$ cat config.mk
export PLATFORM = sky130hd
export DESIGN_NAME = mips_cpu_bus_ctrl
export DESIGN_NICKNAME = d
export VERILOG_FILES = /design/src/rtl/mips_cpu_bus_ctrl.sv
export SDC_FILE = /design/constraint.sdc
export NUM_CORES = 1
export LEC_CHECK = 0
export ABC_CLOCK_PERIOD_IN_PS = 1780
export BUFFER_PORTS_ARGS = -buffer_cell sky130_fd_sc_hd__clkbuf_2
export CAP_MARGIN = 20
export CORE_MARGIN = 5
export CORE_UTILIZATION = 48
export DETAILED_ROUTE_END_ITERATION = 10
export GPL_ROUTABILITY_DRIVEN = 0
export PLACE_DENSITY = 0.8
export SLEW_MARGIN = 10
export SYNTH_ARGS = -nofsm -noshare
export SYNTH_HDL_FRONTEND = slang
export SYNTH_SLANG_ARGS = --single-unit
$ cat constraint.sdc
create_clock -name clk -period 1.78 [get_ports clk]
set_input_delay 0.356 -clock clk [delete_from_list [all_inputs] [get_ports clk]]
set_output_delay 0.356 -clock clk [all_outputs]
set_load 0.01 [all_outputs]
$ cat src/rtl/mips_cpu_bus_ctrl.sv
// mips_cpu_bus_ctrl: adapts one core load/store/fetch request into one aligned Avalon word cycle
module mips_cpu_bus_ctrl #(parameter int TIMEOUT_CYCLES = 256) (
  input  logic        clk,
  input  logic        reset,
  input  logic        req_valid,
  input  logic        req_write,
  input  logic [1:0]  req_size,
  input  logic        req_signed,
  input  logic [31:0] req_addr,
  input  logic [31:0] req_wdata,
  output logic        req_ready,
  output logic        resp_valid,
  output logic [31:0] resp_rdata,
  output logic        resp_err,
  output logic [31:0] address,
  output logic        read,
  output logic        write,
  output logic [3:0]  byteenable,
  output logic [31:0] writedata,
  input  logic        waitrequest,
  input  logic [31:0] readdata
);
  typedef enum logic [1:0] {IDLE, BUS, RDATA, RESP} state_t;
  state_t state, next;
  logic        write_q, signed_q, err_q, mis, tmo, accept;
  logic [1:0]  size_q, off_q;
  logic [3:0]  be_c;
  logic [31:0] wd_c, rsh, ext;
  logic [7:0]  b;
  logic [15:0] h;
  assign accept = state == IDLE && req_valid;
  assign req_ready = state == IDLE;
  assign mis = req_size == 2'b00 ? 1'b0 : req_size == 2'b01 ? req_addr[0] : |req_addr[1:0];
  assign be_c = !req_write ? 4'b1111 : req_size[1] ? 4'b1111 :
                req_size[0] ? (req_addr[1] ? 4'b1100 : 4'b0011) : 4'b0001 << req_addr[1:0];
  assign wd_c = req_size[1] ? req_wdata : req_size[0] ? {2{req_wdata[15:0]}} : {4{req_wdata[7:0]}};
  assign rsh = readdata << {off_q, 3'b000};
  assign b = rsh[31:24];
  assign h = off_q[1] ? readdata[15:0] : readdata[31:16];
  assign ext = size_q[1] ? readdata : size_q[0] ? {{16{signed_q & h[15]}}, h} : {{24{signed_q & b[7]}}, b};
`ifdef BUS_CTRL_TIMEOUT_EN
  localparam int CW = $clog2(TIMEOUT_CYCLES + 1);
  logic [CW-1:0] cnt;
  assign tmo = state == BUS && waitrequest && cnt == CW'(TIMEOUT_CYCLES - 1);
  always_ff @(posedge clk)
    if (reset || accept) cnt <= '0;
    else if (state == BUS && waitrequest) cnt <= cnt + 1'b1;
`else
  assign tmo = 1'b0;
`endif
  always_ff @(posedge clk)
    if (reset) state <= IDLE;
    else state <= next;
  always_comb
    next = state == IDLE ? (req_valid ? (mis ? RESP : BUS) : IDLE) :
           state == BUS ? (!waitrequest ? (write_q ? RESP : RDATA) : tmo ? RESP : BUS) :
           state == RDATA ? RESP : IDLE;
  always_ff @(posedge clk) begin
    if (reset) begin
      address    <= '0;
      read       <= 1'b0;
      write      <= 1'b0;
      byteenable <= '0;
      writedata  <= '0;
      resp_valid <= 1'b0;
      resp_rdata <= '0;
      resp_err   <= 1'b0;
      write_q    <= 1'b0;
      signed_q   <= 1'b0;
      err_q      <= 1'b0;
      size_q     <= '0;
      off_q      <= '0;
    end else begin
      if (accept) begin
        address    <= {req_addr[31:2], 2'b00};
        read       <= !mis && !req_write;
        write      <= !mis && req_write;
        byteenable <= be_c;
        writedata  <= wd_c;
        write_q    <= req_write;
        signed_q   <= req_signed;
        size_q     <= req_size;
        off_q      <= req_addr[1:0];
        err_q      <= mis;
        resp_rdata <= '0;
      end
      if (state == BUS && (!waitrequest || tmo)) begin
        read  <= 1'b0;
        write <= 1'b0;
        err_q <= tmo;
      end
      if (state == RDATA) resp_rdata <= ext;
      resp_valid <= state == RESP;
      resp_err   <= state == RESP && err_q;
    end
  end
endmodule
# [Word-level counts from Yosys, hierarchy flattened]
# Cells that the tools add are included.
[op_classes] reduce_logical=13 shift=2 n_eq_ne=4 mux=20 bitwise=2
[ops] operator="2-to-1 mux 32 bit" n=6
[ops] operator="left shift 32 x 5 -> 32 bit" n=1
[ops] operator="2-to-1 mux 16 bit" n=1
[ops] operator="2-to-1 mux 4 bit" n=4
[ops] operator="2-to-1 mux 2 bit" n=6
[ops] operator="logical AND 1 bit" n=5
[ops] operator="equality test 2 x 1 -> 1 bit, second input constant" n=2
[ops] operator="equality test 2 bit, second input constant" n=2
[ops] operator="logical NOT 2 bit" n=2
[ops] operator="OR reduction 2 bit" n=2
[ops] operator="left shift 1 x 2 -> 4 bit, first input constant" n=1
[ops] operator="logical NOT 1 bit" n=3
[ops] operator="2-to-1 mux 1 bit" n=3
[ops] operator="bitwise AND 1 bit" n=2
[ops] operator="nonzero test 2 bit" n=1
[totals] output_inout_bits=105 inputBits=104 regBits=111 elab_cells=55

# [Logic depth before layout (Yosys ltp)]
# Gate-level depths: netlist of run 1.
[logic_depth] word_depth=6 mapped_depth=6 ltp_nobuf=3

# [Worst setup path after synthesis of run 1]
# Ideal clock, no wire load.
[synth_path] path_kind="register -> register" startpoint="reg size_q[0]" endpoint="reg resp_rdata[7]" slack_ps=444 period_less_slack_ps=1336 required_ps=1654 arrival_time_ps=1210 setup_time_ps=126 path_buffers=2 stages_incl_launch_ff=6 cell_sequence="dfxtp_1 buf_2 buf_6 or4b_1 o211ai_2 a22oi_1"
[synth_via] elab_chain_len=3
[synth_lines] item="start, declared" line="26" rtl="logic [1:0] size_q, off_q;"
[synth_lines] item="start signal, assigned" line="82" rtl="size_q <= req_size;"
[synth_lines] item="2-to-1 mux 32 bit (2 in a row)" line="40" rtl="assign ext = size_q[1] ? readdata : size_q[0] ? {{16{signed_q & h[15]}}, h} : {{24{signed_q & b[7]}}, b};"
[synth_lines] item="2-to-1 mux 32 bit" line="92" rtl="if (state == RDATA) resp_rdata <= ext;"
[synth_lines] item="end signal, assigned" line="92"
[synth_lines] item="end, declared" line="13" rtl="output logic [31:0] resp_rdata,"
# Every way passes these cells.
# A chain may end at the register's enable or synchronous reset.

# [Final worst setup path of run 1]
[layout_path] startpoint="reg state[1]" endpoint="reg writedata[11]"
[layout_via] elab_chain_len=2
[layout_lines] item="start, declared" line="24" rtl="state_t state, next;"
[layout_lines] item="start signal, assigned" line="53" rtl="else state <= next;"
[layout_lines] item="logical NOT 2 bit" line="31" rtl="assign accept = state == IDLE && req_valid;"
[layout_lines] item="logical AND 1 bit" line="31"
[layout_lines] item="end signal, assigned" line="79" rtl="writedata <= wd_c;"
[layout_lines] item="end, declared" line="19" rtl="output logic [31:0] writedata,"
# Every way passes these cells.

==> run metrics, run 1 <==
detailed placement HPWL=11400 µm; fmax=0.636 GHz; RSZ-0062 raised after global routing=no; mux contribution to synthesized area=6.01%; Routed WL=15400 µm; final hold slack=0.189 ns; TritonRoute pass-1 iters=5; via count=5067; syn avg cell area=8.62 µm²; clock tree buffer depth=2; routed len/inst=16.9 µm; count of input and output buffers=206; Max Slew Vio Count=0; CTS Sinks=111; die area=0.0128 mm²; area growth from synthesis to layout=25.4%; VDD IR max=0.463 mV; Inserted Clock Buffers=9; overall power=5.46 mW; global-route wire length before repair=24800 µm; fin worst setup slack=0.207 ns; Post-Synth Simple-Gate Area=20.1%; Worst Setup End Kind=register; Synth Area in Compound Gates=23.3%; Fin. Hold Viols=0; initial antenna violation count=0; critical path's largest stage delay=0.37 ns; Initial DRC Count=496; share of cells above drive strength 1=35.3%; Area after DPL=0.00622 mm²; Total GRT Usage=23.7%; Tmin final=1.57 ns; I/O pin total=209; CP Buf/Inv Count=2; Post-Synth XOR/XNOR Area=0%; power density over the cells=854 mW/mm²; Final ANT Viol Nets=0; # DRC=0; Least-Margin Pin Slew=0.860 ns; Max Cap Viol=0; largest family of logic cells by synthesized area=compound AO/OA/AOI/OAI gates; Antenna diodes=0; Hold Buf Count CTS=0; setup violators final=0; cells resized by post-CTS repair=0; Synth Register Bits=111; H-tree lvl count=3; Mapped Cells=592; critical path data required time=2.06 ns; final worst-path cycle share=88.4%; Post-Synth Adder-Cell Area=0%; Most used DFF post-synth=dfxtp_1; pin count of the biggest net entering global routing=72; Worst setup SP type=register; total gr overflow=0; Post-CTS Setup Bufs=0; Root Driver=clkbuf_8; CP Class=register to register; Final nets=877; Yosys Warn Count=0; # rows=37; Async SR Flop Fraction=0%; Starting Density=49.2%; Cell Chain, Critical Path=buf_4, nor3b_4, buf_12, nor2_1, a311oi_1; Core Area=0.0104 mm²; post-route clock skew=0.0109 ns; Die Span X=113 µm; max_slew headroom=42.6%; CP Data Arrival Time=1.85 ns; CTS tree=done; Die H=113 µm; vias per cell=5.54; post-synth cell types=50; number of synthesized flops with an enable pin=0; static leakage=2.74 nW; Max FO, Critical Path=71; TNS Setup=0 ns; clock-pin slew on the worst setup and hold paths=0.11 ns; Syn Std Cell Area=0.00510 mm²; vias in the first global route=4974; pre-CTS WS=0.111 ns; CP top delay family=buffers and inverters; worst skew pair latency=0.37 ns; Seq/Total Area, Yosys=43.6%; crit path max-delay cell type=dfxtp_1; status=finished clean; Hold WC Path Type=input pin to register; post-layout instance area=0.00640 mm²
## cells by family after synthesis
logic type	count (synthesis)
AND/OR/NAND/NOR	207
AO/OA/AOI/OAI	184
flip-flops	111
buffers and inverters	62
multiplexers	27
other	1
## worst register-to-register path, delay by kind of cell (launching register included)
kind | cells | cell delay, ns
flops | 1 | 0.37
buf+inv | 2 | 0.46
compound gates | 1 | 0.25
simple gates | 2 | 0.39
## metal layers
| metal | vias to the layer above | share of wire (%) | track usage, % | wire length (µm) |
|---|---|---|---|---|
| met5 | - | 0 | 0 | 0 |
| met4 | 0 | 2.3 | 9.13 | 361 |
| met3 | 26 | 9.5 | 7.17 | 1470 |
| met2 | 218 | 49 | 40.6 | 7630 |
| met1 | 2351 | 39 | 27.8 | 5990 |
| li1 | 2472 | - | - | - |
## state kept, by name, summed over array words and instances, names as in the netlist, 2 cells and up
register / flops
off_q: 2
size_q: 2
resp_rdata: 32
writedata: 32
address: 30
state: 2
byteenable: 4
## metrics by stage
step	cells	utilization [%]
after floorplan	593	-
after global placement	898	60.0
after detailed placement	898	60.0
after CTS	914	61.7
after global routing	914	61.7
final	914	61.7
## synthesized netlist by cell type, types with 2 or more instances
library cell | n | area [µm²]
a32oi_1 | 24 | 210
nor2_1 | 20 | 75.1
a21oi_1 | 69 | 345
o21ai_1 | 10 | 50.1
nor3b_4 | 2 | 37.5
buf_6 | 7 | 78.8
buf_1 | 2 | 7.51
nand3_1 | 14 | 70.1
a311oi_1 | 8 | 70.1
o31ai_1 | 7 | 52.6
nand2b_1 | 18 | 113
nand2_1 | 118 | 443
dfxtp_1 | 111 | 2220
mux2i_1 | 10 | 100
o21a_1 | 7 | 52.6
o211ai_1 | 16 | 120
inv_1 | 2 | 7.51
mux2_2 | 15 | 169
a221oi_1 | 7 | 61.3
or2_2 | 2 | 12.5
nor3b_1 | 8 | 60.1
buf_2 | 23 | 115
or4b_1 | 8 | 80.1
nor2b_1 | 6 | 37.5
buf_4 | 10 | 75.1
clkbuf_1 | 17 | 63.8
o21ai_0 | 21 | 105
a211oi_1 | 8 | 60.1
## final timing paths
path	start	end	slack, ns	cells after the start
setup / recovery	state[1]	writedata[11]	0.21	5
hold / removal	req_addr[28]	address[28]	0.19	3
setup reg to reg	state[1]	writedata[11]	0.21	5
hold reg to reg	writedata[31]	writedata[31]	0.46	2
## area by class of cell
type,count,area [µm²]
timing repair buffer,229,1270
clock inverter,6,43.8
sequential,111,2220
inverter,2,7.51
tap,136,170
multi-input combinational,420,2550
clock buffer,10,138
fill,912,3970
## power by group
| part | internal [mW] | switching (mW) |
|---|---|---|
| clock | 0.557 | 0.884 |
| sequential | 2.66 | 0.109 |
| combinational | 0.524 | 0.728 |
## placed cells by master (no fill, tap or decap), drive strengths merged, types with 2 or more instances in the layout
cell type  netlist  routed
a211oi           8       8
a21oi           69      69
a221oi           7       7
a311oi           8       8
a32oi           24      24
buf             42      24
clkbuf          18     215
clkinv           0       3
conb             1       2
dfxtp          111     111
inv              2       4
mux2            16      16
mux2i           10      10
nand2          119     119
nand2b          18      18
nand3           15      15
nor2            20      20
nor2b            6       6
nor3b           11      11
o211ai          17      17
o21a             7       7
o21ai           32      32
o21bai           2       2
o31ai            7       7
or2              2       2
or4b             8       8
Power figures use the tool's default switching activity.
==> run 2: changes to the inputs <==
--- a/config.mk
+++ b/config.mk
@@ -13,6 +13,7 @@
 export DETAILED_ROUTE_END_ITERATION = 10
 export GPL_ROUTABILITY_DRIVEN = 0
 export PLACE_DENSITY = 0.8
+export SETUP_SLACK_MARGIN = 0.3
 export SLEW_MARGIN = 10
 export SYNTH_ARGS = -nofsm -noshare
 export SYNTH_HDL_FRONTEND = slang
==> run metrics, run 2 (synthesis results as in run 1) <==
status=finished clean; Antenna diodes=0 (unchanged); # rows=37 (unchanged); CP Data Arrival Time=1.76 ns (-0.09 ns); CTS Sinks=111 (unchanged); Max Cap Viol=0 (unchanged); global-route wire length before repair=25500 µm (+3.0%); detailed placement HPWL=11400 µm (unchanged); vias per cell=5.60 (+0.97%); TritonRoute pass-1 iters=5 (unchanged); worst reg2reg path startpoint=state[1]; max_slew headroom=41.3% (-1.3 points); fmax=0.685 GHz (+7.8%); critical path data required time=2.08 ns (+0.02 ns); clock-pin slew on the worst setup and hold paths=0.11 ns (about the same); commonest non-fill, non-tap cell in the layout=clkbuf_2; total gr overflow=0 (unchanged); Critical Path Start=state[1]; CP Class=register to register; Worst Setup End Kind=register; RR Endpoint=address[12]; Tmin final=1.46 ns (-0.114 ns); Regs by FF count=resp_rdata (32), writedata (32), address (30); pin count of the biggest net entering global routing=64 (-11%); die area=0.0128 mm² (unchanged); Starting Density=49.2% (unchanged); power density over the cells=849 mW/mm² (-0.55%); Core Area=0.0104 mm² (unchanged); post-route clock skew=0.0126 ns (+0.00167 ns); Die Span X=113 µm (unchanged); TNS Setup=0 ns (unchanged); worst-case reg-to-reg path depth=6 (+1); Final nets=885 (+0.91%); setup violators final=0 (unchanged); clock tree buffer depth=2 (unchanged); Setup crit end=address[12]; Routed WL=16300 µm (+5.2%); Die H=113 µm (unchanged); via count=5161 (+1.9%); Max Slew Vio Count=0 (unchanged); RSZ-0062 raised after global routing=yes; I/O pin total=209 (unchanged); setup slack, reg-to-reg=0.32 ns (+0.11 ns); share of cells above drive strength 1=37.3% (+1.9 points); count of input and output buffers=206 (unchanged); Hold WC Path Type=input pin to register; Initial DRC Count=485 (-2.2%); area growth from synthesis to layout=29.1%; vias in the first global route=5084 (+2.2%); CTS tree=done; final worst-path cycle share=82.0% (-6.4 points); most frequent cells in the layout=clkbuf_2 (204), nand2_1 (118), dfxtp_1 (106); routed len/inst=17.6 µm (+4.3%); H-tree lvl count=3 (unchanged); Inserted Clock Buffers=9 (unchanged); VDD IR max=0.464 mV (+0.21%); worst skew pair latency=0.38 ns (about the same); static leakage=2.82 nW (+2.7%); Final ANT Viol Nets=0 (unchanged); Max FO, Critical Path=19 (-73%); initial antenna violation count=0 (unchanged); Worst setup SP type=register; Total GRT Usage=24.5% (+0.84 points); Fin. Hold Viols=0 (unchanged); Least-Margin Pin Slew=0.880 ns (+0.0199 ns); Root Driver=clkbuf_8; final hold slack=0.187 ns (-0.00220 ns); # DRC=0 (unchanged)
## run 2: changes by cell type in the layout (fill, tap and decap cells not counted), sizes merged
cell | previous run | this run
buf | 24 | 32
## run 2: worst min-delay path by stage
stage | start | end | cells after the start
5_1_grt | req_addr[17] | address[17] | 3
4_1_cts | req_addr[25] | address[25] | 3
3_3_place_gp | signed_q | signed_q | 2
3_5_place_dp | address[4] | address[4] | 2
2_1_floorplan | err_q | err_q | 2
6_report | req_addr[28] | address[28] | 3
## run 2: layout make-up
cell class	instances	area (µm²)
clock inverter	6	43.8
multi-input combinational	420	2590
fill	881	3780
inverter	2	7.51
clock buffer	10	138
timing repair buffer	237	1400
sequential	111	2230
tap	136	170
## run 2: critical path, cell delays in order (launching register included)
cell	delay, ns
dfxtp_4	0.37
buf_6	0.14
nor3b_4	0.22
buf_6	0.17
buf_4	0.23
nand2_1	0.10
a21oi_1	0.16
## run 2: timing repair
| action | in CTS | in global routing |
|---|---|---|
| setup endpoints to repair | 75 | 97 |
| hold buffers | 0 | 0 |
| setup buffers | 3 | 1 |
| gates resized for setup | 8 | 16 |
| cloned | 2 | 2 |
| pin swaps | 2 | 8 |
## run 2: per-layer routing
layer	track usage (%)	part of all wire, %
met5	0	0
met2	41.7	49
met1	28.8	39
met3	7.38	9.0
met4	10.1	2.9
## run 2: power by group
group	total (mW)	internal [mW]	switching (mW)	leakage, nW
sequential	2.77	2.66	0.109	0.910
clock	1.44	0.557	0.886	0.0930
combinational	1.38	0.599	0.780	1.81
total	5.59	3.82	1.77	2.82
## run 2: stage by stage
stage          utilization, %  cell area, µm²  setup WS, ns  std cells  total power [mW]
6_report                 63.5            6590         0.321        922              5.59
5_1_grt                  63.5            6590         0.223        922              5.89
4_1_cts                  62.8            6510         0.287        919              5.59
3_5_place_dp             60.0            6220         0.111        898              4.08
3_3_place_gp             60.0            6220         0.196        898              4.03
2_1_floorplan               -            5110         0.444        593              3.58
==> run 3: changes to the inputs <==
--- a/config.mk
+++ b/config.mk
@@ -5,14 +5,14 @@
 export SDC_FILE = /design/constraint.sdc
 export NUM_CORES = 1
 export LEC_CHECK = 0
-export ABC_CLOCK_PERIOD_IN_PS = 1780
+export ABC_CLOCK_PERIOD_IN_PS = 1200
 export BUFFER_PORTS_ARGS = -buffer_cell sky130_fd_sc_hd__clkbuf_2
 export CAP_MARGIN = 20
 export CORE_MARGIN = 5
-export CORE_UTILIZATION = 48
+export CORE_UTILIZATION = 44
 export DETAILED_ROUTE_END_ITERATION = 10
 export GPL_ROUTABILITY_DRIVEN = 0
-export PLACE_DENSITY = 0.8
+export PLACE_DENSITY = 0.77
 export SETUP_SLACK_MARGIN = 0.3
 export SLEW_MARGIN = 10
 export SYNTH_ARGS = -nofsm -noshare
==> constraint.sdc (replaced) <==
create_clock -name clk -period 1.2 [get_ports clk]
set_input_delay 0.24 -clock clk [delete_from_list [all_inputs] [get_ports clk]]
set_output_delay 0.24 -clock clk [all_outputs]
set_load 0.01 [all_outputs]
==> run metrics, run 3 (synthesis results as in run 1) <==
Initial DRC Count=603 (+24%); worst min-delay path startpoint=req_addr[15]; vias in the first global route=5849 (+15%); static leakage=3.86 nW (+37%); TNS Setup=-15.72 ns (-15.72 ns); vias per cell=5.85 (+4.5%); Core Area=0.0114 mm² (+9.6%); fin worst setup slack=-0.230 ns (-0.550 ns); TritonRoute pass-1 iters=6 (+1); CP Class=register to register; global-route wire length before repair=29000 µm (+14%); RSZ-0062 raised after global routing=yes; Worst Setup End Kind=register; I/O pin total=209 (unchanged); Inserted Clock Buffers=9 (unchanged); Root Driver=clkbuf_16; most frequent cells in the layout=buf_6 (114), clkbuf_2 (102), dfxtp_2 (100); Fin. Hold Viols=0 (unchanged); H-tree lvl count=3 (unchanged); total gr overflow=0 (unchanged); final worst-path cycle share=119% (+37 points); failing checks=setup timing; Non-Filler Instances=1029 (+12%); VDD IR max=0.703 mV (+51%); Final ANT Viol Nets=0 (unchanged); worst reg2reg path startpoint=state[1]; Filler Cell Count=619 (-30%); pin count of the biggest net entering global routing=37 (-42%); post-route clock skew=0.00732 ns (-0.00529 ns); worst-case reg-to-reg path depth=3 (-3); Die Span X=118 µm (+4.1%); Max Slew Vio Count=0 (unchanged); Critical Path Start=state[1]; Starting Density=44.9% (-4.3 points); CP Data Arrival Time=1.65 ns (-0.11 ns); fmax=0.699 GHz (+2.1%); clock-pin slew on the worst setup and hold paths=0.07 ns (-0.04 ns); via count=6022 (+17%); overall power=10.7 mW (+92%); count of input and output buffers=206 (unchanged); Hold WC Path Type=input pin to register; Routed WL=21400 µm (+31%); Tmin final=1.43 ns (-0.0298 ns); commonest non-fill, non-tap cell in the layout=buf_6; Final nets=985 (+11%); routed len/inst=20.8 µm (+18%); pre-CTS WS=-0.339 ns (-0.450 ns); Worst Hold Path Cells=3 (unchanged); Total GRT Usage=25.1% (+0.55 points); status=finished with violations; Antenna diodes=0 (unchanged); critical path data required time=1.42 ns (-0.66 ns); power density over the cells=1190 mW/mm² (+41%); worst skew pair latency=0.34 ns (-0.04 ns); clock tree buffer depth=2 (unchanged); # DRC=0 (unchanged); Worst setup SP type=register; CTS tree=done; Max FO, Critical Path=5 (-14); area growth from synthesis to layout=75.9%; setup violators final=109 (+109); Max Cap Viol=0 (unchanged); Die H=118 µm (+4.1%); die area=0.0138 mm² (+8.3%); detailed placement HPWL=12300 µm (+8.2%); initial antenna violation count=0 (unchanged); Regs by FF count=resp_rdata (32), writedata (32), address (30); placed insts=955 (+6.3%); # rows=39 (+5.4%); CTS Sinks=111 (unchanged); share of cells above drive strength 1=66.3% (+29 points); Hold Buf Count CTS=0 (unchanged)
## run 3: cell count changes in the layout (fill, tap and decap cells not counted), sizes merged
cell,before,now
mux2,16,17
buf,32,232
clkbuf,215,114
bufinv,0,2
clkinvlp,1,2
inv,4,2
clkinv,3,2
## run 3: layer usage
| layer | wire, µm | track usage [%] | vias to the layer above |
|---|---|---|---|
| met3 | 1900 | 6.58 | 99 |
| met2 | 10800 | 44.1 | 360 |
| met5 | 0 | 0 | - |
| li1 | - | - | 2708 |
| met4 | 1160 | 11.8 | 0 |
| met1 | 7520 | 28.1 | 2855 |
## run 3: path summary, 6_finish.rpt
kind                    to  slack, ns
max          byteenable[3]      -0.23
min            address[15]       0.11
max reg2reg  byteenable[3]      -0.23
min reg2reg    address[22]       0.46
## run 3: per-stage QoR
| step | utilization (%) | hold slack, ns | cell area [µm²] |
|---|---|---|---|
| CTS | 68.5 | 0.0968 | 7790 |
| finish | 78.9 | 0.106 | 8980 |
| global route | 78.9 | 0.103 | 8980 |
| global placement | 58.6 | 0.441 | 6660 |
| floorplan | - | 0.365 | 5290 |
| detailed placement | 58.6 | 0.447 | 6660 |
## run 3: cell type report
class | instances | area (µm²) | share of cell area (%)
clock inverters | 6 | 85.1 | 0.948
repair buffers | 336 | 3010 | 33.6
clock buffers | 10 | 229 | 2.55
multi-input cells | 421 | 3090 | 34.5
flip-flops and latches | 111 | 2370 | 26.4
inverters | 2 | 7.51 | 0.0836
well taps | 143 | 179 | 1.99
## run 3: power breakdown
group / internal, mW / switching, mW
registers: 4.00 / 0.256
logic: 1.72 / 1.54
clock network: 1.83 / 1.38
## run 3: repair_timing
| item | 4_1_cts | 5_1_grt |
|---|---|---|
| setup buffers | 30 | 20 |
| hold endpoints to repair | 0 | 0 |
| setup endpoints to repair | 213 | 213 |
| gates resized for setup | 174 | 288 |
| pin swaps | 32 | 17 |
| gates cloned | 5 | 3 |
## run 3: worst max-delay path, cell delays in order (launching register included)
cell	delay (ns)
dfxtp_4	0.38
or3b_4	0.48
nor3b_4	0.34
a21oi_1	0.11
